[config.mk]
export PLATFORM = sky130hd
export DESIGN_NAME = gray_counter
export DESIGN_NICKNAME = d
export VERILOG_FILES = /design/src/rtl/gray_counter.sv
export SDC_FILE = /design/constraint.sdc
export NUM_CORES = 1
export LEC_CHECK = 0
export ABC_AREA = 1
export ABC_CLOCK_PERIOD_IN_PS = 2200
export CAP_MARGIN = 20
export CORE_MARGIN = 5
export CORE_UTILIZATION = 51
export DETAILED_ROUTE_END_ITERATION = 16
export MAX_ROUTING_LAYER = met4
export PLACE_DENSITY_LB_ADDON = 0.05
export SYNTH_ARGS = -nofsm -noshare
export SYNTH_HDL_FRONTEND = slang
export SYNTH_SLANG_ARGS = --single-unit
[constraint.sdc]
create_clock -name clk -period 2.2 [get_ports clk]
set_input_delay 0.44 -clock clk [delete_from_list [all_inputs] [get_ports clk]]
set_output_delay 0.44 -clock clk [all_outputs]
set_load 0.05 [all_outputs]
[src/rtl/gray_counter.sv]
// -----------------------------------------------------------------------------
// gray_counter
//   Registered up/down counter that presents its index both in binary and in
//   standard reflected Gray code. Typical use is generating read/write pointers
//   for clock-domain-crossing FIFOs, where the Gray output must change at most
//   one bit per count step.
//
//   Parameters
//     DATA_WIDTH  counter width (>= 2); the count wraps modulo 2**DATA_WIDTH
//
//   Ports
//     clk       rising-edge clock for all state
//     resetn    asynchronous active-low reset; clears bin_out, gray_out, wrap
//     en        count enable, one step per cycle while high
//     dir       1 = count up, 0 = count down (only looked at when en is high)
//     load      synchronous load of load_bin; takes priority over en
//     load_bin  binary index to load
//     bin_out   current index, binary, registered
//     gray_out  current index, Gray coded, registered
//     wrap      one-cycle registered pulse when the count rolls over
// -----------------------------------------------------------------------------
module gray_counter #(
  parameter int DATA_WIDTH = 16
) (
  input  logic                  clk,
  input  logic                  resetn,
  input  logic                  en,
  input  logic                  dir,
  input  logic                  load,
  input  logic [DATA_WIDTH-1:0] load_bin,
  output logic [DATA_WIDTH-1:0] bin_out,
  output logic [DATA_WIDTH-1:0] gray_out,
  output logic                  wrap
);

  if (DATA_WIDTH < 2) begin : g_bad_width
    $error("gray_counter: DATA_WIDTH must be at least 2");
  end

  logic [DATA_WIDTH-1:0] bin_reg;
  logic [DATA_WIDTH-1:0] bin_next;
  logic [DATA_WIDTH-1:0] gray_reg;
  logic [DATA_WIDTH-1:0] gray_next;
  logic                  wrap_reg;
  logic                  wrap_next;

  // Next-state selection: load beats en, en beats hold. A rollover is
  // detected from the current value so wrap lines up with the wrapped output.
  always_comb begin
    bin_next  = bin_reg;
    wrap_next = 1'b0;
    if (load) begin
      bin_next = load_bin;
    end else if (en) begin
      if (dir) begin
        bin_next  = bin_reg + DATA_WIDTH'(1);
        wrap_next = (bin_reg == {DATA_WIDTH{1'b1}});
      end else begin
        bin_next  = bin_reg - DATA_WIDTH'(1);
        wrap_next = (bin_reg == {DATA_WIDTH{1'b0}});
      end
    end
  end

  // Gray is encoded from the next binary value and registered alongside it,
  // so gray_out comes straight off a flop and never glitches through logic.
  for (genvar gi = 0; gi < DATA_WIDTH - 1; gi++) begin : g_gray_enc
    assign gray_next[gi] = bin_next[gi] ^ bin_next[gi+1];
  end
  assign gray_next[DATA_WIDTH-1] = bin_next[DATA_WIDTH-1];

  always_ff @(posedge clk or negedge resetn) begin
    if (!resetn) begin
      bin_reg  <= '0;
      gray_reg <= '0;
      wrap_reg <= 1'b0;
    end else begin
      bin_reg  <= bin_next;
      gray_reg <= gray_next;
      wrap_reg <= wrap_next;
    end
  end

  assign bin_out  = bin_reg;
  assign gray_out = gray_reg;
  assign wrap     = wrap_reg;

endmodule
==> results_dict.tcl, run 1 <==
set metrics [dict create \
    fp.dieH_um 80.0 \
    slowest_delay_ns 0.88 \
    min_period_ns 2.14 \
    rows 25 \
    drive_above_1_share_pct 20.0 \
    period_share_pct 97.4 \
    endpoint_kind "output port" \
    layout_common_cells "nand2_1, inv_1, clkdlybuf4s50_1" \
    root_buffer "clkbuf_8" \
    yosys_warnings 0 \
    dp_hpwl_um 5620 \
    first_pass_iters 4 \
    synth_fp_nets 395 \
    synth_area_um2 2500 \
    gp_congestion 0.891 \
    grt.total_usage_pct 25.4 \
    fin_nets 481 \
    core_um2 4750 \
    diodes 0 \
    final_common_cell "nand2_1" \
    r2r_end "gray_out[14]" \
    grt_pass1_vias 2546 \
    critPathBufInv 1 \
    max_freq_mhz 467 \
    die-area_um2 6400 \
    grt_pass1_wl_um 12100 \
    cpMaxStageDelayCell "clkdlybuf4s50_1" \
    crit_type "reg -> out" \
    routed_via_density 4.90 \
    final-hold-violation-count 0 \
    power_density_nw_per_um2 852 \
    relSlewSlack_pct 64.4 \
    cts_tree "yes" \
    cts_buffers 5 \
    fillCellCount 387 \
    r2r_setup_slack_ns 0.20 \
    drv_slew 0 \
    wire_per_inst_um 14.1 \
    worstSkewPairLatency_ns 0.28 \
    path_cells "clkdlybuf4s50_1" \
    ir_drop_uv 643 \
    ant_nets 0 \
    fin_skew_ns 0.00261 \
    syn_inst 359 \
    crit_path_max_fanout 5 \
    tightest_slew_ns 0.532 \
    r2r_start "bin_out[12]" \
    utilization_pct 75.7 \
    p_total_uw 3070 \
    synth_seq_cells 32 \
    critPathArrivalTime_ns 1.70 \
    cts.path.max_buffers 2 \
    p_leak_uw 0.00181 \
    die_x_um 80.0 \
    drt_iter0_drc 141 \
    antenna_found_initial 0 \
    syn_to_final_growth_pct 44.1 \
    max_cap_viol_count 0 \
    vias 2513 \
    remaining_drc_errors 0 \
    start_util_pct 52.6 \
    critPathTopFamily "buffers and inverters" \
    largest_reg_flops 16 \
    yosysSeqAreaShare_pct 32.0 \
    r2r_cells 10 \
    cp.required_ns 1.76 \
    wirelength_um 7230 \
    ios 54 \
    clock-sinks 32 \
    htreeDepth 2 \
    start_kind "flop" \
    setup_viol 0 \
    io_buffers 53 \
    worstHoldPathType "in -> async" \
    syn_area_per_cell_um2 6.96 \
    grt_overflow 0 \
    yosysUniqueCellTypes 26 \
    grt_start_max_net_pins 33 \
    clk_pin_slew_ns 0.07 \
    status "finished, final reports clean" \
]
synthesized netlist by cell type, drive strengths merged:
cell type	count	area share [%]
nor3	2	0.40
fa	1	0.80
nor4	4	1.0
clkbuf	2	0.30
dfrtp	32	32
nand4	9	2.3
a22oi	1	0.50
nand3b	1	0.30
and2	1	0.25
buf	5	1.2
a21oi	26	7.0
inv	58	8.7
ha	14	7.0
xor2	7	2.5
nand3	23	7.0
o21ai	8	1.8
xnor2	8	2.8
nand2	128	20
nor2	29	4.4
metal layers:
metal  vias up  GRT usage, %  routed length, um
li1       1301             -                  -
met1      1150          35.3               3470
met2        53          39.6               3390
met3         9          3.16                280
met4         0          6.25                 93
met5         -             -                  0
worst max path at each step:
stage / from / endpoint / slack [ns] / cells after the start
6_report: bin_out[12] / bin_out[12] / 0.06 / 1
2_1_floorplan: bin_out[0] / gray_out[4] / 0.03 / 10
5_1_grt: dir / gray_out[14] / -0.01 / 16
3_3_place_gp: dir / gray_out[14] / -0.65 / 13
4_1_cts: dir / gray_out[2] / 0.02 / 12
3_5_place_dp: dir / gray_out[14] / -0.63 / 13
stage by stage:
stage | std cells | hold slack (ns) | setup WS (ns) | cell area [um2] | setup TNS [ns]
after detailed placement | 503 | 0.733 | -0.634 | 3310 | -11.95
final | 513 | 0.546 | 0.0571 | 3600 | 0
after global routing | 513 | 0.580 | -0.0102 | 3600 | -0.0102
after global placement | 503 | 0.722 | -0.645 | 3310 | -11.70
after floorplan | 359 | 0.144 | 0.0312 | 2500 | 0
after CTS | 513 | 0.554 | 0.0235 | 3540 | 0
power by group:
| part | switching, uW | leakage [uW] | total (uW) | internal [uW] |
|---|---|---|---|---|
| clock | 229 | 0.0000645 | 629 | 400 |
| sequential | 104 | 0.000375 | 800 | 696 |
| combinational | 1000 | 0.00137 | 1640 | 633 |
timing repair:
item / CTS / global route
setup endpoints to repair: 25 / 20
setup buffers: 2 / 0
pin swaps: 1 / 0
hold buffers: 0 / 0
gates resized for setup: 10 / 12
cell type report:
class	count	area, um2	area share (%)
Clock inverter	1	30.0	0.834
Tap cell	67	83.8	2.33
Sequential cell	32	801	22.2
Clock buffer	7	96.3	2.68
Multi-Input combinational cell	262	1580	44.0
Inverter	58	221	6.15
Timing Repair Buffer	86	786	21.8
kinds of logic (layout without fill, tap and decap cells):
| kind of cell | after synthesis | after routing | synth area share (%) |
|---|---|---|---|
| flops | 32 | 32 | 32.0 |
| fa+ha+maj | 15 | 15 | 7.81 |
| compound gates | 35 | 35 | 9.26 |
| simple gates | 197 | 197 | 35.4 |
| buf+inv | 65 | 152 | 10.2 |
| xor+xnor | 15 | 15 | 5.26 |
No activity file was read; power rests on OpenSTA's default activity.
==> run 2: changes to the inputs <==
Settings changed: SKIP_LAST_GASP set to 1.
==> results of run 2 <==
The final DEF is identical to that of run 1; final timing and power are the same.
==> run 3: changes to the inputs <==
Settings changed: ABC_CLOCK_PERIOD_IN_PS 2200 to 2500, CORE_UTILIZATION 51 to 55.
Clock period 2.2 ns to 2.5 ns, I/O delays scaled along.
==> run 3 against run 2 <==
Compared with the run above:
- wire length up 8.5%
- critical endpoint unchanged
- design area is 1.3% lower
- register-to-register slack better by 0.24 ns
- clock power down 20%
- count of clock-buffer cells in the layout down 2
- sequential share of layout area rose by 0.30 points
- worst setup slack better by 0.24 ns
- utilization up 5.3 points
- total power shrank 13%
- via count up 3.7%
- cell count is 4.3% lower
==> results_dict.tcl, run 3 (synthesis results as in run 1) <==
set metrics [dict create \
    p_total_uw 2660 \
    drive_above_1_share_pct 19.1 \
    rsz0062_at_grt "no" \
    ant_nets 0 \
    first_pass_iters 4 \
    endpoint_kind "output port" \
    wire_per_inst_um 16.0 \
    antenna_found_initial 0 \
    layout_common_cells "nand2_1, inv_1, clkdlybuf4s50_1" \
    final-hold-violation-count 0 \
    grt_start_max_net_pins 33 \
    drt_iter0_drc 221 \
    gp_congestion 0.888 \
    die_x_um 77.4 \
    clk_pin_slew_ns 0.07 \
    wirelength_um 7840 \
    drv_slew 0 \
    min_period_ns 2.20 \
    regArea_um2 801 \
    worstHoldPathType "in -> async" \
    path_cells "clkdlybuf4s50_1" \
    io_buffers 53 \
    dpl-instance-area_um2 3240 \
    final_cells 491 \
    rows 24 \
    grt.total_usage_pct 27.3 \
    power_density_nw_per_um2 749 \
    dp.cells 482 \
    grt_pass1_vias 2711 \
    ir_drop_uv 610 \
    grt_pass1_wl_um 12700 \
    holdBufCountCts 0 \
    max_freq_mhz 455 \
    largest_reg_flops 16 \
    htreeDepth 2 \
    start_kind "flop" \
    cts.path.max_buffers 2 \
    cts_tree "yes" \
    cts_buffers 5 \
    worstSkewPairLatency_ns 0.29 \
    status "finished, final reports clean" \
    ios 54 \
    whs_ns 0.615 \
    fin_area_um2 3550 \
    max_cap_viol_count 0 \
    fin_skew_ns 0.00680 \
    setup_viol 0 \
    die-area_um2 5990 \
    vias 2605 \
    diodes 0 \
    clock-sinks 32 \
    critPathArrivalTime_ns 1.70 \
    fp.dieH_um 77.4 \
    cpMaxStageDelayCell "clkdlybuf4s50_1" \
    crit_path_max_fanout 5 \
    critPathTopFamily "buffers and inverters" \
    fin_tns_setup_ns 0 \
    syn_to_final_growth_pct 42.2 \
    fin_nets 474 \
    grt_overflow 0 \
    start_util_pct 57.0 \
    final_common_cell "nand2_1" \
    critPathBufInv 1 \
    period_share_pct 88.0 \
    root_buffer "clkbuf_8" \
    crit_type "reg -> out" \
    slowest_delay_ns 0.87 \
    tightest_slew_ns 0.539 \
    remaining_drc_errors 0 \
    fillCellCount 310 \
    routed_via_density 5.31 \
    relSlewSlack_pct 63.7 \
    core_um2 4380 \
    cp.required_ns 2.00 \
    multiInputGateArea_um2 1610 \
    dp_hpwl_um 5710 \
    p_leak_uw 0.00177 \
]
-- run 3: cell types whose count changed in the layout (fill, tap and decap cells not counted), moves of 2 or more --
cell      change
nor2_1        -2
ha_4          +3
clkbuf_8      -2
buf_4         -7
ha_1          -2
-- run 3: worst paths after layout --
check                      slack, ns      endpoint  cells past startpoint   startpoint
setup reg to reg                0.44   gray_out[4]                     10   bin_out[1]
setup / recovery                0.30   bin_out[12]                      1  bin_out[12]
hold reg to reg                 0.79    bin_out[0]                      3   bin_out[0]
min in group clk                0.79    bin_out[0]                      3   bin_out[0]
hold / removal                  0.62   gray_out[2]                      2       resetn
max in group asynchronous       1.59  gray_out[11]                      2       resetn
-- run 3: stage by stage --
stage | setup slack, ns | utilization, %
2_1_floorplan | 0.331 | -
3_5_place_dp | -0.353 | 74.0
5_1_grt | 0.182 | 81.1
3_3_place_gp | -0.328 | 74.0
4_1_cts | 0.00135 | 79.5
6_report | 0.300 | 81.1
-- run 3: layout make-up --
cell class | count | area share [%]
well taps | 52 | 1.83
multi-input cells | 262 | 45.4
flip-flops and latches | 32 | 22.5
clock inverters | 3 | 1.20
repair buffers | 79 | 20.8
inverters | 58 | 6.23
clock buffers | 5 | 1.94
-- run 3: per-layer routing --
metal,global-route usage [%],wire length [um],vias up
met5,-,0,-
met1,35.8,3390,1212
met3,3.82,476,12
li1,-,-,1289
met2,43.3,3850,92
met4,9.97,124,0
-- run 3: what timing repair did --
action | in CTS | in global routing
endpoints found under the setup margin | 4 | 18
hold endpoints to repair | 0 | 0
buffers inserted | 1 | 0
resized for setup | 14 | 10
-- run 3: report_power, final --
part           total [uW]  leakage, uW  internal [uW]  switching (uW)
logic                1450      0.00134            552             898
clock network         502    0.0000541            295             208
registers             710     0.000375            612            97.4
total                2660      0.00177           1460            1200
